## src/rtl/line_window_3x3_pkg.sv

```systemverilog
// Shared types and helpers for the 3x3 window assembler.
package win_pkg;

  typedef enum logic {
    FILL = 1'b0,
    RUN  = 1'b1
  } state_t;

  localparam int WIN_TAPS = 9;

  // Bit offset of window element (r,c) inside the packed window bus.
  function automatic int win_idx(input int r, input int c, input int width);
    return width * (3 * r + c);
  endfunction

endpackage

```

## src/rtl/line_window_3x3_counter.sv

```systemverilog
// Free-running up counter with synchronous clear; clear wins over enable.
module up_counter #(
  parameter int W = 4
) (
  input  logic         clk,
  input  logic         rst,
  input  logic         clr,
  input  logic         en,
  output logic [W-1:0] count
);

  logic [W-1:0] count_d;
  logic [W-1:0] count_q;

  // Next count: clear to zero, else step when enabled, else hold.
  always_comb begin
    count_d = count_q;
    if (clr) begin
      count_d = '0;
    end else if (en) begin
      count_d = count_q + W'(1);
    end
  end

  // Count register, cleared by the active-low asynchronous reset.
  always_ff @(posedge clk or negedge rst) begin
    if (!rst) begin
      count_q <= '0;
    end else begin
      count_q <= count_d;
    end
  end

  assign count = count_q;

endmodule

```

## src/rtl/line_window_3x3.sv

```systemverilog
// Assembles a registered 3x3 neighbourhood from the live pixel and two
// line-delayed taps, tracks raster position, and flags interior windows and
// end of frame. Row 0 of the window is the oldest line, column 0 the oldest
// pixel.
module line_window_3x3
  import win_pkg::*;
#(
  parameter int WIDTH = 8,
  parameter int IMG_W = 64,
  parameter int IMG_H = 64
) (
  input  logic                        clk,
  input  logic                        rst,
  input  logic                        en,
  input  logic [WIDTH-1:0]            pix_in,
  input  logic [WIDTH-1:0]            tap1,
  input  logic [WIDTH-1:0]            tap2,
  output logic                        lb_en,
  output logic [WIN_TAPS*WIDTH-1:0]   win_out,
  output logic                        win_valid,
  output logic                        frame_done
);

  localparam int CW = $clog2(IMG_W);
  localparam int RW = $clog2(IMG_H);
  localparam logic [CW-1:0] COL_LAST = CW'(IMG_W - 1);
  localparam logic [RW-1:0] ROW_LAST = RW'(IMG_H - 1);

  if (IMG_W < 3 || IMG_H < 3) begin : g_bad_size
    $error("line_window_3x3: IMG_W and IMG_H must both be at least 3");
  end

  logic [CW-1:0]    col;
  logic             col_last;
  logic [RW-1:0]    row_d, row_q;
  state_t           state_d, state_q;
  logic             win_valid_d, win_valid_q;
  logic             frame_done_d, frame_done_q;
  logic [WIDTH-1:0] win_d [3][3];
  logic [WIDTH-1:0] win_q [3][3];

  // Line buffers advance exactly when a pixel is accepted.
  assign lb_en    = en;
  assign col_last = (col == COL_LAST);

  up_counter #(
    .W(CW)
  ) u_col_cnt (
    .clk  (clk),
    .rst  (rst),
    .clr  (col_last && en),
    .en   (en),
    .count(col)
  );

  // Row tracking, FILL/RUN sequencing and output strobes.
  always_comb begin
    row_d        = row_q;
    state_d      = state_q;
    win_valid_d  = 1'b0;
    frame_done_d = 1'b0;
    if (en) begin
      // Columns 0 and 1 would splice the previous line's tail into the window.
      win_valid_d = (state_q == RUN) && (col >= CW'(2));
      if (col_last) begin
        row_d = (row_q == ROW_LAST) ? '0 : row_q + RW'(1);
        case (state_q)
          FILL: begin
            if (row_q == RW'(1)) begin
              state_d = RUN;
            end
          end
          RUN: begin
            if (row_q == ROW_LAST) begin
              state_d      = FILL;
              frame_done_d = 1'b1;
            end
          end
          default: state_d = FILL;
        endcase
      end
    end
  end

  // Window shift: older columns move left, the new column enters at c=2.
  always_comb begin
    for (int r = 0; r < 3; r++) begin
      for (int c = 0; c < 3; c++) begin
        win_d[r][c] = win_q[r][c];
      end
    end
    if (en) begin
      for (int r = 0; r < 3; r++) begin
        win_d[r][0] = win_q[r][1];
        win_d[r][1] = win_q[r][2];
      end
      win_d[0][2] = tap2;
      win_d[1][2] = tap1;
      win_d[2][2] = pix_in;
    end
  end

  // Control and window registers; reset discards any partial frame.
  always_ff @(posedge clk or negedge rst) begin
    if (!rst) begin
      row_q        <= '0;
      state_q      <= FILL;
      win_valid_q  <= 1'b0;
      frame_done_q <= 1'b0;
      for (int r = 0; r < 3; r++) begin
        for (int c = 0; c < 3; c++) begin
          win_q[r][c] <= '0;
        end
      end
    end else begin
      row_q        <= row_d;
      state_q      <= state_d;
      win_valid_q  <= win_valid_d;
      frame_done_q <= frame_done_d;
      for (int r = 0; r < 3; r++) begin
        for (int c = 0; c < 3; c++) begin
          win_q[r][c] <= win_d[r][c];
        end
      end
    end
  end

  // Flatten the window array onto the output bus.
  always_comb begin
    win_out = '0;
    for (int r = 0; r < 3; r++) begin
      for (int c = 0; c < 3; c++) begin
        win_out[win_idx(r, c, WIDTH) +: WIDTH] = win_q[r][c];
      end
    end
  end

  assign win_valid  = win_valid_q;
  assign frame_done = frame_done_q;

endmodule

```

## config.mk

```make
export PLATFORM = sky130hd
export DESIGN_NAME = line_window_3x3
export DESIGN_NICKNAME = d
export VERILOG_FILES = /design/src/rtl/line_window_3x3_pkg.sv /design/src/rtl/line_window_3x3_counter.sv /design/src/rtl/line_window_3x3.sv
export SDC_FILE = /design/constraint.sdc
export NUM_CORES = 1
export LEC_CHECK = 0
export ABC_AREA = 1
export BUFFER_PORTS_ARGS = -buffer_cell sky130_fd_sc_hd__buf_2
export CELL_PAD_IN_SITES_DETAIL_PLACEMENT = 1
export CELL_PAD_IN_SITES_GLOBAL_PLACEMENT = 1
export CORE_MARGIN = 2
export CORE_UTILIZATION = 28
export CTS_CLUSTER_SIZE = 8
export DETAILED_ROUTE_END_ITERATION = 7
export PLACE_DENSITY = 0.72
export SYNTH_ARGS = -nofsm -noshare
export SYNTH_HDL_FRONTEND = slang
export SYNTH_SLANG_ARGS = --single-unit
```

## constraint.sdc

```tcl
create_clock -name clk -period 1.2 [get_ports clk]
set_clock_uncertainty 0.05 [all_clocks]
set_input_delay 0.06 -clock clk [delete_from_list [all_inputs] [get_ports clk]]
set_output_delay 0.06 -clock clk [all_outputs]
set_load 0.03 [all_outputs]
```

==> results.md, run 1 <==
* Top fanout value on the critical path at 5
* Drt via density at 4.423
* Crit path kind: reg2reg
* Gpl congestion at about 0.8
* Violated checks: negative setup slack
* TritonCTS buffer count at 9
* Number of DRC violations after detailed-routing iteration 0 at slightly above 100
* Result of the run: finished, violations left
* Average cell area after synthesis at around 9.1 um2
* Total congestion overflow after global routing at 0
* Routed wire length per instance at approximately 13 um
* Final Core Density at 40.39%
* RSZ-0062 raised after global routing: true
* Warnings, synthesis at 0
* Total via count after detailed routing at ~3,000
* Library cells used by synthesis at 21
* X dimension of the die at around 120 um
* IR Drop Worst-Case VDD at about 630 uV
* Number of endpoints failing setup at the final stage at 9
* Post-synthesis register bit count at 87
* Layout overhead on the synthesized area at 40.37%
* Area of placed instances at between 4000 and 5000 um2
* Core area at about 12,000 um2
* Required time of the worst setup path at roughly 1.4 ns
* Via count of the first global-routing pass at just over 3,000
* Final instance area at ~4900 um2
* First-pass iteration count of the detailed router at 4
* Final period demand of the worst path at roughly 1.3 ns
* Power density over the cells at 1780 nW/um2
* Final Worst Setup Slack at -0.06123 ns
* Largest net degree at the start of global routing at 59
* Detail Placement HPWL at a little over 6000 um
* Kind of path behind the tightest hold check: in2async
* Number of antenna violations at the first check in global routing at 0
* Buffer cell driving the clock tree root: sky130_fd_sc_hd__clkbuf_16
* Maximum number of buffers from clock root to sink at 2
* Fraction of layout cells with a size suffix above 1 at just under 30%
* Pleak at 0.002596 uW
* Cell count after synthesis at between 300 and 400
* Worst reg2reg startpoint: u_col_cnt.count[0]$_DFFE_PN0P_
* Final critical-path share of the clock period at 105.1%
* Critical path data arrival time at about 1.4 ns
* Worst Tran Pin Value at 0.3497 ns
* Final antenna diode count at 0
* Number of clock sinks at 87
* Startpoint type of the worst setup path: register
* Count of standard-cell rows at 40
* Setup slack after placement at -0.08302 ns
* Timing-limited maximum frequency at 792.9 MHz
* Final Hold Vio Count at 0
* Clock Pin Slew Worst Setup and Hold Paths at approximately 0.070 ns
* Clock tree from TritonCTS: done
* DRC Markers at 0
* Fill cell total of the finished layout at between 1,000 and 1,500
* Type of destination of the critical path: register
* Total count of max-transition violations in the final report at 0
* Count of input and output buffers at roughly 100
* Number of levels the H-tree was split into at 3
* Layout net count at roughly 550
* Worst r2r path cells at 7
* Total Wirelength at 9071 um
* Gr usage total at 14.18%
* IO Count at 102
* Starting density of the core at 28.77%
* Insertion delay to the later sink of the worst-skew pair at between 0.3 and 0.4 ns
* Seq/Total Area, Yosys at between 60% and 70%
* Die height at approximately 120 um
* Worst-case register-to-register setup slack at -0.06 ns
* Worst slew margin relative to its limit at ~77%
* Reported max-cap violation count at 0
* Number of nets in the synthesized netlist at between 400 and 500
* Total negative slack for setup checks at -0.4126 ns
* First-pass GRT wire length at 14,900 um
* Endpoint of the most critical register-to-register path: u_col_cnt.count[0]$_DFFE_PN0P_
* Summed instance area of the synthesized netlist at roughly 3500 um2
* Post-DRT Antenna Nets at 0
* Die area at around 13,000 um2
flip-flops by register name (all words and copies together) (netlist names):
name / flops
win_out: 72
win_valid: 1
state_q: 1
frame_done: 1
row_q: 6
u_col_cnt.count: 6
through the flow:
step           hold WS [ns]  instances  power (uW)
2_1_floorplan       -0.2856        378        4821
3_3_place_gp       -0.09617        625        5503
3_5_place_dp       -0.09339        625        5589
4_1_cts             0.08281        669        8695
5_1_grt              0.1007        672        9106
6_report            0.08450        672        8636
report_power, final:
group,internal (uW),total (uW),switching [uW]
registers,3330,3580,254
logic,724,2110,1380
clock network,1750,2950,1200
total,5800,8640,2840
logic make-up after synthesis:
| kind of cell | share of synthesized area, % |
|---|---|
| fa+ha+maj | 1.448 |
| buf+inv | 6.698 |
| flops | 63.00 |
| compound gates | 8.364 |
| xor+xnor | 0.5070 |
| simple gates | 19.99 |
synth_stat cells:
master | number | area, um2
sky130_fd_sc_hd__nand2_1 | 143 | 536.8
sky130_fd_sc_hd__dfrtp_1 | 87 | 2177
sky130_fd_sc_hd__inv_1 | 37 | 138.9
sky130_fd_sc_hd__o21ai_0 | 30 | 150.1
sky130_fd_sc_hd__o21ai_1 | 24 | 120.1
sky130_fd_sc_hd__buf_2 | 13 | 65.06
sky130_fd_sc_hd__nor2_1 | 13 | 48.80
sky130_fd_sc_hd__nand3_1 | 5 | 25.02
sky130_fd_sc_hd__nand4_1 | 5 | 31.28
sky130_fd_sc_hd__ha_1 | 4 | 50.05
sky130_fd_sc_hd__clkbuf_1 | 3 | 11.26
sky130_fd_sc_hd__nand2_2 | 3 | 18.77
sky130_fd_sc_hd__a21oi_1 | 2 | 10.01
sky130_fd_sc_hd__xor2_1 | 2 | 17.52
sky130_fd_sc_hd__a21oi_2 | 1 | 8.760
sky130_fd_sc_hd__buf_4 | 1 | 7.510
sky130_fd_sc_hd__clkinv_2 | 1 | 5.000
sky130_fd_sc_hd__inv_2 | 1 | 3.750
sky130_fd_sc_hd__nand2_4 | 1 | 11.26
sky130_fd_sc_hd__nand3b_1 | 1 | 7.510
sky130_fd_sc_hd__nor2_4 | 1 | 11.26
metal layers:
metal | up-vias | global-route usage, % | routed length [um]
met5 | - | 0 | 0
met4 | 0 | 5.863 | 202
met3 | 13 | 3.005 | 281
met2 | 60 | 24.27 | 4663
met1 | 1442 | 17.40 | 3923
li1 | 1457 | - | -
cells in the final DEF, fill, tap and decap left out, types with 5 or more instances in the layout:
cell / netlist / layout
sky130_fd_sc_hd__nand2_1: 143 / 140
sky130_fd_sc_hd__buf_2: 13 / 100
sky130_fd_sc_hd__dfrtp_1: 87 / 87
sky130_fd_sc_hd__inv_1: 37 / 35
sky130_fd_sc_hd__o21ai_0: 30 / 30
sky130_fd_sc_hd__dlygate4sd3_1: 0 / 25
sky130_fd_sc_hd__o21ai_1: 24 / 24
sky130_fd_sc_hd__buf_4: 1 / 19
sky130_fd_sc_hd__nor2_1: 13 / 12
sky130_fd_sc_hd__clkbuf_16: 0 / 9
sky130_fd_sc_hd__nand2_2: 3 / 6
sky130_fd_sc_hd__nand4_1: 5 / 5
sky130_fd_sc_hd__nand3_1: 5 / 5
what timing repair did:
item                                   CTS  global route
cloned                                   1             0
hold buffers                            25             0
setup endpoints to repair                7            13
buffers inserted                         2             3
endpoints found under the hold margin  111             0
resized for setup                        2             5
pin swaps                                2             4
worst max-delay path: stages, from the launching register on:
cell and delay [ns]:
sky130_fd_sc_hd__dfrtp_1 0.36, sky130_fd_sc_hd__ha_1 0.17, sky130_fd_sc_hd__nand2_2 0.08, sky130_fd_sc_hd__nor2_4 0.16
sky130_fd_sc_hd__buf_4 0.15, sky130_fd_sc_hd__nand2_4 0.06, sky130_fd_sc_hd__nand3_1 0.07, sky130_fd_sc_hd__o21ai_1 0.06
layout make-up:
class	count	area, um2	share of cell area (%)
multi-input cells	236	1071	22.08
flip-flops and latches	87	2177	44.88
repair buffers	147	953.4	19.65
clock buffers	11	252.7	5.210
well taps	147	183.9	3.792
clock inverters	5	61.31	1.264
inverters	39	151.4	3.121
worst max path at each step:
stage | slack [ns] | end | depth (start not counted) | from
floorplan | -0.02 | row_q[4]$_DFFE_PN0P_ | 8 | u_col_cnt.count[1]$_DFFE_PN0P_
global placement | -0.04 | row_q[4]$_DFFE_PN0P_ | 7 | u_col_cnt.count[0]$_DFFE_PN0P_
detailed placement | -0.08 | state_q$_DFFE_PN0P_ | 8 | row_q[1]$_DFFE_PN0P_
CTS | -0.07 | row_q[4]$_DFFE_PN0P_ | 8 | u_col_cnt.count[0]$_DFFE_PN0P_
global route | -0.16 | u_col_cnt.count[0]$_DFFE_PN0P_ | 7 | u_col_cnt.count[0]$_DFFE_PN0P_
finish | -0.06 | u_col_cnt.count[0]$_DFFE_PN0P_ | 7 | u_col_cnt.count[0]$_DFFE_PN0P_
Power figures use the tool's default switching activity.
==> run 2: changes to the inputs <==
CORE_MARGIN = 3   (was 2)
==> results.md, run 2 (synthesis gave the netlist of run 1 again) <==
* Result of the run: finished, violations left
* Violated checks: negative setup slack
* Crit path kind: reg2reg
* Number of DRC violations after detailed-routing iteration 0 at 148 (+44%)
* Area of the multi-input gates at 1104 um2 (+3.0%)
* Final Hold Vio Count at 0 (unchanged)
* Starting density of the core at 29.39% (+0.62 points)
* Detail Placement HPWL at 6427 um (+5.5%)
* Via count of the first global-routing pass at 3,132 (+3.8%)
* RSZ-0062 raised after global routing: true
* X dimension of the die at 117.1 um (+1.7%)
* Total via count after detailed routing at 3,002 (+1.0%)
* TritonCTS buffer count at 9 (unchanged)
* Count of input and output buffers at 101 (unchanged)
* Number of levels the H-tree was split into at 3 (unchanged)
* Reported max-cap violation count at 0 (unchanged)
* IO Count at 102 (unchanged)
* Gr usage total at 14.62% (+0.44 points)
* Final critical-path share of the clock period at 110.9% (+5.8 points)
* Number of endpoints failing setup at the final stage at 13 (+4)
* Top fanout value on the critical path at 5 (unchanged)
* Clock Pin Slew Worst Setup and Hold Paths at 0.06 ns (about the same)
* Total count of max-transition violations in the final report at 0 (unchanged)
* Worst slew margin relative to its limit at 78.07% (+1.4 points)
* IR Drop Worst-Case VDD at 761.9 uV (+22%)
* Routed wire length per instance at 13.87 um (+2.7%)
* Number of antenna violations at the first check in global routing at 0 (unchanged)
* Count of standard-cell rows at 39 (-2.5%)
* Worst Tran Pin Value at 0.3289 ns (-0.02080 ns)
* Required time of the worst setup path at 1.38 ns (about the same)
* Final total power at 8623 uW (-0.15%)
* Die height at 117.1 um (+1.7%)
* First-pass iteration count of the detailed router at 4 (unchanged)
* Most used cells in the layout excluding fill and tap cells: sky130_fd_sc_hd__nand2_1 (138), sky130_fd_sc_hd__buf_2 (100), sky130_fd_sc_hd__dfrtp_1 (87)
* Final period demand of the worst path at 1.330 ns (+0.06904 ns)
* Final instance area at 4925 um2 (+1.5%)
* Clock tree from TritonCTS: done
* Drt via density at 4.351 (-1.6%)
* Layout overhead on the synthesized area at 42.51%
* Largest register FFs at 72 (unchanged)
* Largest net degree at the start of global routing at 45 (-24%)
* Critical path data arrival time at 1.51 ns (+0.07 ns)
* Fraction of layout cells with a size suffix above 1 at 30.42% (+1.1 points)
* Buffer cell driving the clock tree root: sky130_fd_sc_hd__clkbuf_16
* Total Wirelength at 9567 um (+5.5%)
* Die area at 13,710 um2 (+3.5%)
* Final antenna diode count at 0 (unchanged)
* Commonest non-fill, non-tap cell in the layout: sky130_fd_sc_hd__nand2_1
* Layout net count at 552 (+0.18%)
* Worst-case register-to-register setup slack at -0.13 ns (-0.07 ns)
* Final Core Density at 41.88% (+1.5 points)
* Area of placed instances at 4259 um2 (+0.80%)
* Core area at 11,760 um2 (-2.1%)
* First-pass GRT wire length at 15,440 um (+3.7%)
* Type of destination of the critical path: register
* Pleak at 0.002578 uW (-0.68%)
* Startpoint type of the worst setup path: register
* Power density over the cells at 1751 nW/um2 (-1.6%)
* Kind of path behind the tightest hold check: in2reg
* Final Worst Setup Slack at -0.1303 ns (-0.06904 ns)
* Register cell area after layout at 2177 um2 (unchanged)
* Insertion delay to the later sink of the worst-skew pair at 0.34 ns (about the same)
* Number of clock sinks at 87 (unchanged)
* Total congestion overflow after global routing at 0 (unchanged)
* Maximum number of buffers from clock root to sink at 2 (unchanged)
* Fill cell total of the finished layout at 1,381 (-3.7%)
* Timing-limited maximum frequency at 751.7 MHz (-5.2%)
* Gpl congestion at 0.7121 (-11%)
* DRC Markers at 0 (unchanged)
* Post-DRT Antenna Nets at 0 (unchanged)
==> run 2: cell types whose count changed in the layout (fill, tap and decap cells not counted), moves of 2 or more <==
cell / previous run / this run
sky130_fd_sc_hd__ha_1: 3 / 1
sky130_fd_sc_hd__buf_4: 19 / 16
sky130_fd_sc_hd__clkbuf_1: 0 / 2
sky130_fd_sc_hd__nand2_2: 6 / 8
sky130_fd_sc_hd__inv_6: 3 / 1
sky130_fd_sc_hd__buf_6: 0 / 3
sky130_fd_sc_hd__nand2_1: 140 / 138
sky130_fd_sc_hd__clkinvlp_4: 0 / 2
==> run 2: area by class of cell <==
type | instances | share of cell area [%]
multi-input combinational | 236 | 22.41
clock inverter | 4 | 1.092
timing repair buffer | 148 | 19.99
tap | 164 | 4.167
sequential | 87 | 44.21
clock buffer | 12 | 5.005
inverter | 39 | 3.125
==> run 2: what timing repair did <==
item	4_1_cts	5_1_grt
pin swaps	0	7
buffers inserted	1	5
hold buffers	25	0
resized for setup	1	18
gates cloned	1	0
setup endpoints to repair	9	15
hold endpoints to repair	111	0
==> run 2: metal layers <==
| layer | GRT usage (%) | vias up | share of wire (%) |
|---|---|---|---|
| met2 | 24.65 | 67 | 53 |
| met5 | 0 | - | 0 |
| met1 | 17.44 | 1455 | 41 |
| met4 | 7.339 | 0 | 3.1 |
| li1 | - | 1458 | - |
| met3 | 3.548 | 22 | 3.7 |
==> run 2: power by group <==
group / switching (uW) / internal (uW) / total (uW)
registers: 284 / 3330 / 3610
clock network: 1160 / 1680 / 2840
logic: 1410 / 763 / 2170
total: 2850 / 5770 / 8620
==> run 2: per-stage QoR <==
step	std cells	worst slack (ns)	hold slack [ns]	TNS, ns
6_report	690	-0.1303	0.02739	-0.8460
5_1_grt	690	-0.2005	0.04612	-2.079
4_1_cts	685	-0.08941	0.01432	-0.4018
3_5_place_dp	642	-0.08285	-0.09034	-0.4209
3_3_place_gp	642	-0.02996	-0.09102	-0.06287
2_1_floorplan	378	-0.02016	-0.2856	-0.02016
==> run 2: critical path, stage by stage (launching register included) <==
cell and delay (ns):
sky130_fd_sc_hd__dfrtp_1 0.37, sky130_fd_sc_hd__ha_2 0.18, sky130_fd_sc_hd__nand2_2 0.07, sky130_fd_sc_hd__nor2_4 0.18
sky130_fd_sc_hd__nand2_4 0.11, sky130_fd_sc_hd__buf_4 0.16, sky130_fd_sc_hd__nand2_2 0.06, sky130_fd_sc_hd__a21oi_2 0.03
==> run 2: path summary, 6_finish.rpt <==
check / startpoint / to / cells past startpoint
max reg2reg: u_col_cnt.count[1]$_DFFE_PN0P_ / u_col_cnt.count[5]$_DFFE_PN0P_ / 7
max: u_col_cnt.count[1]$_DFFE_PN0P_ / u_col_cnt.count[5]$_DFFE_PN0P_ / 7
min reg2reg: win_out[26]$_DFFE_PN0P_ / win_out[26]$_DFFE_PN0P_ / 2
min in group asynchronous: rst / win_out[47]$_DFFE_PN0P_ / 2
max in group asynchronous: rst / row_q[0]$_DFFE_PN0P_ / 3
min: en / u_col_cnt.count[0]$_DFFE_PN0P_ / 2
==> run 3: changes to the inputs <==
HOLD_SLACK_MARGIN = 0.12   (was default)
PLACE_DENSITY = 0.64   (was 0.72)
==> results.md, run 3 (synthesis gave the netlist of run 1 again) <==
* Top fanout value on the critical path at 5 (unchanged)
* Core area at 11,760 um2 (unchanged)
* Result of the run: finished, violations left
* Total via count after detailed routing at 2,949 (-1.8%)
* Detail Placement HPWL at 6176 um (-3.9%)
* Endpoint of the most critical register-to-register path: u_col_cnt.count[4]$_DFFE_PN0P_
* TritonCTS buffer count at 9 (unchanged)
* Worst slew margin relative to its limit at 66.49% (-12 points)
* Largest net degree at the start of global routing at 88 (+96%)
* Number of levels the H-tree was split into at 3 (unchanged)
* Number of endpoints failing setup at the final stage at 8 (-5)
* Reported max-cap violation count at 0 (unchanged)
* IO Count at 102 (unchanged)
* Worst Tran Pin Value at 0.5026 ns (+0.1737 ns)
* Timing-limited maximum frequency at 766.0 MHz (+1.9%)
* Final period demand of the worst path at 1.305 ns (-0.02481 ns)
* Final Worst Setup Slack at -0.1055 ns (+0.02481 ns)
* Worst reg2reg startpoint: u_col_cnt.count[0]$_DFFE_PN0P_
* Power density over the cells at 1723 nW/um2 (-1.6%)
* Worst-case register-to-register setup slack at -0.11 ns (+0.02 ns)
* Post-DRT Antenna Nets at 0 (unchanged)
* Buffer cell driving the clock tree root: sky130_fd_sc_hd__clkbuf_16
* Die area at 13,710 um2 (unchanged)
* Type of destination of the critical path: register
* Crit path top cell by count: sky130_fd_sc_hd__buf_4
* First-pass GRT wire length at 15,210 um (-1.5%)
* Startpoint type of the worst setup path: register
* Gpl congestion at 0.7511 (+5.5%)
* Insertion delay to the later sink of the worst-skew pair at 0.34 ns (about the same)
* Die height at 117.1 um (unchanged)
* Commonest non-fill, non-tap cell in the layout: sky130_fd_sc_hd__nand2_1
* Series of cell instances along the critical path: ha_1 > nand2_2 > nor2_4 > buf_4 > buf_4 > xor2_2
* Count of standard-cell rows at 39 (unchanged)
* Maximum number of buffers from clock root to sink at 2 (unchanged)
* Most used cells in the layout excluding fill and tap cells: sky130_fd_sc_hd__nand2_1 (140), sky130_fd_sc_hd__buf_2 (100), sky130_fd_sc_hd__dfrtp_1 (87)
* Kind of path behind the tightest hold check: in2reg
* Layout overhead on the synthesized area at 41.09%
* IR Drop Worst-Case VDD at 543.3 uV (-29%)
* Via count of the first global-routing pass at 3,171 (+1.2%)
* Clock tree from TritonCTS: done
* Clock Pin Slew Worst Setup and Hold Paths at 0.06 ns (about the same)
* Final antenna diode count at 0 (unchanged)
* Crit path kind: reg2reg
* Total congestion overflow after global routing at 0 (unchanged)
* RSZ-0062 raised after global routing: true
* Crit path max-delay cell type: sky130_fd_sc_hd__dfrtp_1
* Drt via density at 4.293 (-1.3%)
* Number of antenna violations at the first check in global routing at 0 (unchanged)
* Number of DRC violations after detailed-routing iteration 0 at 97 (-34%)
* Required time of the worst setup path at 1.36 ns (-0.02 ns)
* First-pass iteration count of the detailed router at 4 (unchanged)
* Worst hold endpoint: u_col_cnt.count[2]$_DFFE_PN0P_
* Largest register FFs at 72 (unchanged)
* DRC Markers at 0 (unchanged)
* Final Core Density at 41.46% (-0.41 points)
* Fill cell total of the finished layout at 1,386 (+0.36%)
* Count of input and output buffers at 101 (unchanged)
* Routed wire length per instance at 13.53 um (-2.4%)
* Worst r2r path cells at 6 (-1)
* Worst hold path startpoint: en
* Gr usage total at 14.24% (-0.38 points)
* Total Wirelength at 9296 um (-2.8%)
* Crit path largest cell delay at 0.39 ns (+0.02 ns)
* Fraction of layout cells with a size suffix above 1 at 29.64% (-0.78 points)
* Pleak at 0.002573 uW (-0.18%)
* Starting density of the core at 29.39% (unchanged)
* Layout net count at 550 (-0.36%)
* X dimension of the die at 117.1 um (unchanged)
* Total negative slack for setup checks at -0.3657 ns (+0.4803 ns)
* Number of clock sinks at 87 (unchanged)
* Final critical-path share of the clock period at 108.8% (-2.1 points)
* Hold Path Stages at 4 (+2)
* Final Hold Vio Count at 0 (unchanged)
* Violated checks: negative setup slack
* Total count of max-transition violations in the final report at 0 (unchanged)
* Critical path data arrival time at 1.47 ns (-0.04 ns)
-- run 3: through the flow --
| step | setup WS (ns) | total power [uW] | area, um2 | hold slack [ns] | cells |
|---|---|---|---|---|---|
| floorplan | -0.02016 | 4821 | 3460 | -0.2856 | 378 |
| global placement | -0.02913 | 5517 | 4247 | 0.09246 | 642 |
| detailed placement | -0.06038 | 5603 | 4247 | 0.1118 | 642 |
| CTS | -0.05863 | 8451 | 4823 | 0.1338 | 685 |
| global route | -0.1700 | 8905 | 4876 | 0.1498 | 687 |
| finish | -0.1055 | 8403 | 4876 | 0.1377 | 687 |
-- run 3: routing by layer --
layer	global-route usage, %	share of wire [%]	up-vias
met5	0	0	-
met4	7.263	2.7	0
met3	2.622	2.5	16
met2	24.91	52	57
met1	16.65	43	1420
li1	-	-	1456
-- run 3: critical path: cells and delay by family (launching register included) --
family	cells	cell delay, ns
buffers and inverters	2	0.26
flip-flops	1	0.39
AND/OR/NAND/NOR	2	0.15
XOR/XNOR	1	0.14
adder cells (fa/ha/maj)	1	0.21
-- run 3: area by class of cell --
type / count / area (um2) / area share, %
flip-flops and latches: 87 / 2177 / 44.65
well taps: 164 / 205.2 / 4.208
clock buffers: 13 / 270.3 / 5.543
repair buffers: 146 / 955.9 / 19.60
clock inverters: 2 / 15.01 / 0.3079
inverters: 39 / 151.4 / 3.105
multi-input cells: 236 / 1101 / 22.58
-- run 3: power by group --
part / leakage (uW) / switching, uW / total [uW] / internal [uW]
sequential: 0.00108 / 291 / 3620 / 3330
clock: 0.000134 / 1110 / 2670 / 1560
combinational: 0.00136 / 1390 / 2110 / 723
total: 0.00257 / 2790 / 8400 / 5620
-- run 3: how the worst max path moves through the flow --
stage               slack, ns                             end                      startpoint  cells past startpoint
floorplan               -0.02            row_q[4]$_DFFE_PN0P_  u_col_cnt.count[1]$_DFFE_PN0P_                      8
global placement        -0.03            row_q[4]$_DFFE_PN0P_  u_col_cnt.count[0]$_DFFE_PN0P_                      7
detailed placement      -0.06            row_q[4]$_DFFE_PN0P_  u_col_cnt.count[1]$_DFFE_PN0P_                      8
CTS                     -0.06            row_q[4]$_DFFE_PN0P_  u_col_cnt.count[1]$_DFFE_PN0P_                      8
global route            -0.17            row_q[4]$_DFFE_PN0P_  u_col_cnt.count[1]$_DFFE_PN0P_                      8
finish                  -0.11  u_col_cnt.count[4]$_DFFE_PN0P_  u_col_cnt.count[0]$_DFFE_PN0P_                      6
-- run 3: what timing repair did --
| action | CTS | global route |
|---|---|---|
| endpoints found under the hold margin | 112 | 0 |
| hold buffers | 26 | 0 |
| setup endpoints to repair | 8 | 13 |
| pin swaps | 0 | 7 |
| gates cloned | 1 | 0 |
| buffers inserted | 1 | 2 |
| resized for setup | 5 | 11 |
